==> src/rtl/sim_frame_sequencer.sv <==
// ============================================================================
// Module   : sim_frame_sequencer
// Purpose  : Gates the location walk so one full screen pass is written per
//            trigger (free-run, game-clock step, key single-step, key burst).
// Revision : 1.0 - initial release
// ============================================================================
`default_nettype none

module sim_frame_sequencer #(
    parameter int X_BITS     = 10,
    parameter int Y_BITS     = 9,
    parameter int LAST_X     = 639,
    parameter int LAST_Y     = 479,
    parameter int BURST_BITS = 8,
    parameter int FRAME_BITS = 16
) (
    input  logic                  newLocClock,
    input  logic                  RUN,
    input  logic                  game_clock,
    input  logic                  KEY_PAUSE,
    input  logic [1:0]            mode,
    input  logic [BURST_BITS-1:0] burst_len,
    input  logic [X_BITS-1:0]     writeLoc_x,
    input  logic [Y_BITS-1:0]     writeLoc_y,
    output logic                  write_flag,
    output logic                  hold_locs,
    output logic                  frame_done,
    output logic [FRAME_BITS-1:0] frame_count,
    output logic                  waiting
);

    localparam logic [X_BITS-1:0] c_last_x = X_BITS'(LAST_X);
    localparam logic [Y_BITS-1:0] c_last_y = Y_BITS'(LAST_Y);

    typedef enum logic [1:0] {
        S_INIT  = 2'd0,
        S_WRITE = 2'd1,
        S_WAIT  = 2'd2
    } state_t;

    state_t                r_state;
    logic                  r_write_flag;
    logic                  r_hold_locs;
    logic                  r_waiting;
    logic [FRAME_BITS-1:0] r_frame_count;
    logic [BURST_BITS-1:0] r_burst_rem;

    logic [1:0] r_gc_sync;
    logic       r_gc_prev;
    logic       r_gc_rise;
    logic [1:0] r_key_sync;
    logic       r_key_prev;
    logic       r_key_rel;

    logic                  w_last_loc;
    logic                  w_trigger;
    logic [BURST_BITS-1:0] w_burst_load;

    assign w_last_loc   = (writeLoc_x == c_last_x) && (writeLoc_y == c_last_y);
    assign w_burst_load = (burst_len == '0) ? '0 : burst_len - 1'b1;
    assign w_trigger    = (mode == 2'd0) ||
                          ((mode == 2'd1) && r_gc_rise) ||
                          (mode[1] && r_key_rel);

    // Two-flop synchronisers followed by a registered edge detector; the key
    // idles high (released) so its chain resets to 1.
    always_ff @(posedge newLocClock or negedge RUN) begin
        if (!RUN) begin
            r_gc_sync  <= 2'b00;
            r_gc_prev  <= 1'b0;
            r_gc_rise  <= 1'b0;
            r_key_sync <= 2'b11;
            r_key_prev <= 1'b1;
            r_key_rel  <= 1'b0;
        end else begin
            r_gc_sync  <= {r_gc_sync[0], game_clock};
            r_gc_prev  <= r_gc_sync[1];
            r_gc_rise  <= r_gc_sync[1] & ~r_gc_prev;
            r_key_sync <= {r_key_sync[0], KEY_PAUSE};
            r_key_prev <= r_key_sync[1];
            r_key_rel  <= r_key_sync[1] & ~r_key_prev;
        end
    end

    always_ff @(posedge newLocClock or negedge RUN) begin
        if (!RUN) begin
            r_state       <= S_INIT;
            r_write_flag  <= 1'b0;
            r_hold_locs   <= 1'b0;
            r_waiting     <= 1'b0;
            r_frame_count <= '0;
            r_burst_rem   <= '0;
        end else begin
            case (r_state)
                S_INIT: begin
                    if (w_last_loc) begin
                        r_state      <= S_WRITE;
                        r_write_flag <= 1'b1;
                        r_burst_rem  <= w_burst_load;
                    end
                end
                S_WRITE: begin
                    if (w_last_loc) begin
                        r_frame_count <= r_frame_count + 1'b1;
                        if (mode == 2'd0) begin
                            r_state <= S_WRITE;
                        end else if ((mode == 2'd3) && (r_burst_rem != '0)) begin
                            r_burst_rem <= r_burst_rem - 1'b1;
                        end else begin
                            r_state      <= S_WAIT;
                            r_write_flag <= 1'b0;
                            r_hold_locs  <= 1'b1;
                            r_waiting    <= 1'b1;
                        end
                    end
                end
                S_WAIT: begin
                    if (w_trigger) begin
                        r_state      <= S_WRITE;
                        r_write_flag <= 1'b1;
                        r_hold_locs  <= 1'b0;
                        r_waiting    <= 1'b0;
                        if (mode == 2'd3) begin
                            r_burst_rem <= w_burst_load;
                        end
                    end
                end
                default: begin
                    r_state      <= S_INIT;
                    r_write_flag <= 1'b0;
                    r_hold_locs  <= 1'b0;
                    r_waiting    <= 1'b0;
                end
            endcase
        end
    end

    // Same-cycle pulse so the final location of the pass is still written.
    assign frame_done  = (r_state == S_WRITE) && w_last_loc;
    assign write_flag  = r_write_flag;
    assign hold_locs   = r_hold_locs;
    assign waiting     = r_waiting;
    assign frame_count = r_frame_count;

endmodule

`default_nettype wire

==> config.mk <==
export PLATFORM = sky130hd
export DESIGN_NAME = sim_frame_sequencer
export DESIGN_NICKNAME = d
export VERILOG_FILES = /design/src/rtl/sim_frame_sequencer.sv
export SDC_FILE = /design/constraint.sdc
export NUM_CORES = 1
export LEC_CHECK = 0
export CAP_MARGIN = 15
export CORE_UTILIZATION = 52
export DETAILED_ROUTE_END_ITERATION = 16
export MAX_ROUTING_LAYER = met4
export PLACE_DENSITY_LB_ADDON = 0.12
export RECOVER_POWER = 100
export SETUP_SLACK_MARGIN = 0.02
export SLEW_MARGIN = 10
export SYNTH_ARGS = -nofsm -noshare
export SYNTH_HDL_FRONTEND = slang
export SYNTH_SLANG_ARGS = --single-unit
==> constraint.sdc <==
create_clock -name newLocClock -period 4 [get_ports newLocClock]
set_input_delay 0.8 -clock newLocClock [delete_from_list [all_inputs] [get_ports newLocClock]]
set_output_delay 0.8 -clock newLocClock [all_outputs]
set_load 0.1 [all_outputs]
==> flow_summary_export.csv <==
group,metric,value,unit
sta,skew,0.01161,ns
setup_path,crit_chain,"dlygate4sd3_1 -> nand4b_1 -> nor2_1 -> nand2_1 -> nor3_1 -> buf_4",
floorplan,dieArea,0.004152,sq mm
sta,max_slew_margin,-21.04,%
finish,nFillCells,304,
synth,synth_top_area_share,40.74,%
setup_path,cpPeakStageDelay,0.57,ns
cts,cts_setup_buffers,0,
synth,async_flop_share,100.0,%
floorplan,dieWidth,64.44,um
finish,fin_util,72.80,%
sta,fmax,0.2937,GHz
cts,cts_max_level,2,
setup_path,slowest_stage,"dlygate4sd3_1",
sta,finalHoldViolCount,0,
synth,synth.distinct_cells,43,
sta,rsz0062_at_grt,"no",
setup_path,critPathKind,"in -> out",
finish,syn2layout_area_growth,32.47,%
finish,final_cell_area,0.002685,sq mm
run,maxCapViolCount,1,
placement,place_area,0.002597,sq mm
cts,clockRootBuffer,"clkbuf_8",
placement,portBuffers,52,
sta,timing.final.crit_share,85.13,%
floorplan,ioPinCount,53,
sta,tightestPinTransition,1.816,ns
routing,wl_per_cell,14.68,um
synth,syn-num-nets,253,
routing,drc_errors,0,
cts,clockBufferDepth,2,
global_route,grt_pass1_vias,1828,
power,static-leakage-power,0.001159,uW
synth,ys_seq_elements,36,
power,ir_drop,0.0002949,V
min_path,hold_depth,0,
cts,post_cts_resized,0,
floorplan,coreArea,0.003689,sq mm
cts,cts_tree,"yes",
sta,drv_slew,37,
cts,cts_buffers,5,
placement,gp_congestion,0.8671,
global_route,grt_max_degree,37,
synth,avgSynthCellArea,9.428,sq um
synth,synth_edf_count,0,
synth,yosys-top-cells-area,"dfrtp_1 (41%), xnor2_1 (6.0%), dfstp_2 (3.9%)",
status,violations,"capacitance limit, slew limit",
placement,dp_hpwl,3434,um
cts,clk_latency,0.29,ns
finish,drive_gt1_share,6.273,%
sta,setup-violations-final,0,
setup_path,worstSetupEndpointType,"primary output",
floorplan,start_util,54.95,%
sta,whs,0.3517,ns
finish,fin_nets,308,
global_route,grt_overflow_total,0,
setup_path,arrival,2.61,ns
routing,drt_iter0_markers,84,
routing,routed_wirelength,4682,um
global_route,antenna_found_initial,0,
setup_path,crit_fanout,3,
routing,via_per_inst,5.774,
routing,num_vias,1842,
floorplan,die_h,64.44,um
setup_path,crit_cells,6,
synth,yosysTopAreaCell,"dfrtp_1",
setup_path,cp-start-kind,"input pin",
setup_path,required,3.20,ns
cts,clkTransAtPathRegs,0.07,ns
synth,synth_seq_area_share,44.63,%
status,status,"complete, but fails checks",
finish,antenna_cells,0,
routing,dr.pass1.iters,4,
setup_path,crit_family,"buffers and inverters",
synth,synth_area,0.002027,sq mm
floorplan,rows,22,
min_path,hp-class,"reg -> reg",
routing,ant_nets,0,
setup_path,crit_buf_inv,2,
global_route,gr-usage-all-layers,25.89,%
sta,fin_tns_setup,0,ns
power,power_density,269.6,mW/mm^2
sta,fin_crit,3.405,ns
global_route,grt_pass1_wl,8066,um
setup_path,reg2regPathDepth,5,
synth,yosysWarnings,0,
synth,synth_cells,215,
cts,ctsHoldBuffers,0,
synth,yosys_most_used_dff,"dfrtp_1",
cts,cts.sinks,36,
==> report_power, final <==
part	switching, uW	leakage (uW)	internal [uW]
Sequential	1.47	0.000463	369
Clock	131	0.0000515	157
Combinational	28.4	0.000645	37.0
==> layout make-up <==
| cell class | instances | area, sq um | area share (%) |
|---|---|---|---|
| multi-input cells | 163 | 1057 | 39.38 |
| flip-flops and latches | 36 | 904.6 | 33.69 |
| repair buffers | 54 | 525.5 | 19.57 |
| clock buffers | 8 | 100.1 | 3.728 |
| well taps | 48 | 60.06 | 2.237 |
| inverters | 10 | 37.54 | 1.398 |
==> stage by stage <==
stage / instances / worst slack (ns) / total power [uW]
after global placement: 311 / 0.7699 / 444.4
after detailed placement: 311 / 0.7331 / 445.0
after CTS: 319 / 0.8923 / 728.7
after floorplan: 215 / 0.8213 / 395.5
after global routing: 319 / 0.4928 / 752.4
final: 319 / 0.5949 / 724.0
==> kinds of logic after synthesis <==
| logic type | Yosys count | share of synthesized area, % |
|---|---|---|
| multiplexers | 3 | 1.667 |
| AND/OR/NAND/NOR | 95 | 26.42 |
| flip-flops | 36 | 44.63 |
| XOR/XNOR | 18 | 7.778 |
| adder cells (fa/ha/maj) | 5 | 3.086 |
| AO/OA/AOI/OAI | 42 | 13.21 |
| buffers and inverters | 16 | 3.210 |
==> cells in the final DEF, fill, tap and decap left out, types with 7 or more instances in the layout <==
| master | Yosys | layout |
|---|---|---|
| dfrtp_1 | 33 | 33 |
| clkdlybuf4s50_1 | 0 | 26 |
| dlygate4sd3_1 | 0 | 25 |
| nor2_1 | 14 | 14 |
| nand2_1 | 14 | 14 |
| xnor2_1 | 14 | 14 |
| o21ai_0 | 13 | 13 |
| nand3_1 | 12 | 12 |
| inv_1 | 10 | 10 |
| nor3_1 | 10 | 10 |
| a21oi_1 | 10 | 10 |
| nand4_1 | 8 | 8 |
| clkbuf_8 | 0 | 7 |
==> flip-flops by register name, summed over array words and instances (netlist names), 2 cells and up <==
signal and count:
frame_count 16, r_burst_rem 8, r_key_sync 2, r_gc_sync 2, r_state 2
==> cells in the mapped netlist, types with 2 or more instances <==
| master | instances |
|---|---|
| nor2_1 | 14 |
| clkbuf_1 | 4 |
| nor3_1 | 10 |
| xnor2_1 | 14 |
| a21oi_1 | 10 |
| nand4b_1 | 5 |
| nand2_1 | 14 |
| o41ai_1 | 2 |
| nor2b_1 | 5 |
| mux2_2 | 3 |
| nor4_1 | 4 |
| o22ai_1 | 4 |
| nand3_1 | 12 |
| or3_1 | 4 |
| ha_1 | 5 |
| dfrtp_1 | 33 |
| nand4_1 | 8 |
| nor3b_1 | 2 |
| xor2_1 | 4 |
| inv_1 | 10 |
| o21ai_0 | 13 |
| or4_1 | 5 |
| dfstp_2 | 3 |
| and3_1 | 3 |
| and4_1 | 3 |
| a32o_1 | 2 |
| nand2b_1 | 3 |
==> worst paths after layout <==
| path | end | start | slack [ns] |
|---|---|---|---|
| max reg2reg | r_burst_rem[7] | r_burst_rem[2] | 1.58 |
| min | r_key_prev | r_key_sync[1] | 0.35 |
| min reg2reg | r_key_prev | r_key_sync[1] | 0.35 |
| min in group asynchronous | r_burst_rem[5] | RUN | 1.53 |
| max in group asynchronous | r_gc_sync[0] | RUN | 1.41 |
| max | frame_done | writeLoc_x[8] | 0.59 |
==> metal layers <==
| metal | GRT usage (%) | routed length, um | vias to the layer above |
|---|---|---|---|
| met5 | - | 0 | - |
| met4 | 12.50 | 112 | 0 |
| met3 | 7.394 | 352 | 13 |
| met2 | 39.74 | 2117 | 70 |
| met1 | 31.48 | 2100 | 846 |
| li1 | - | - | 913 |
(Power assumes the default switching activity.)
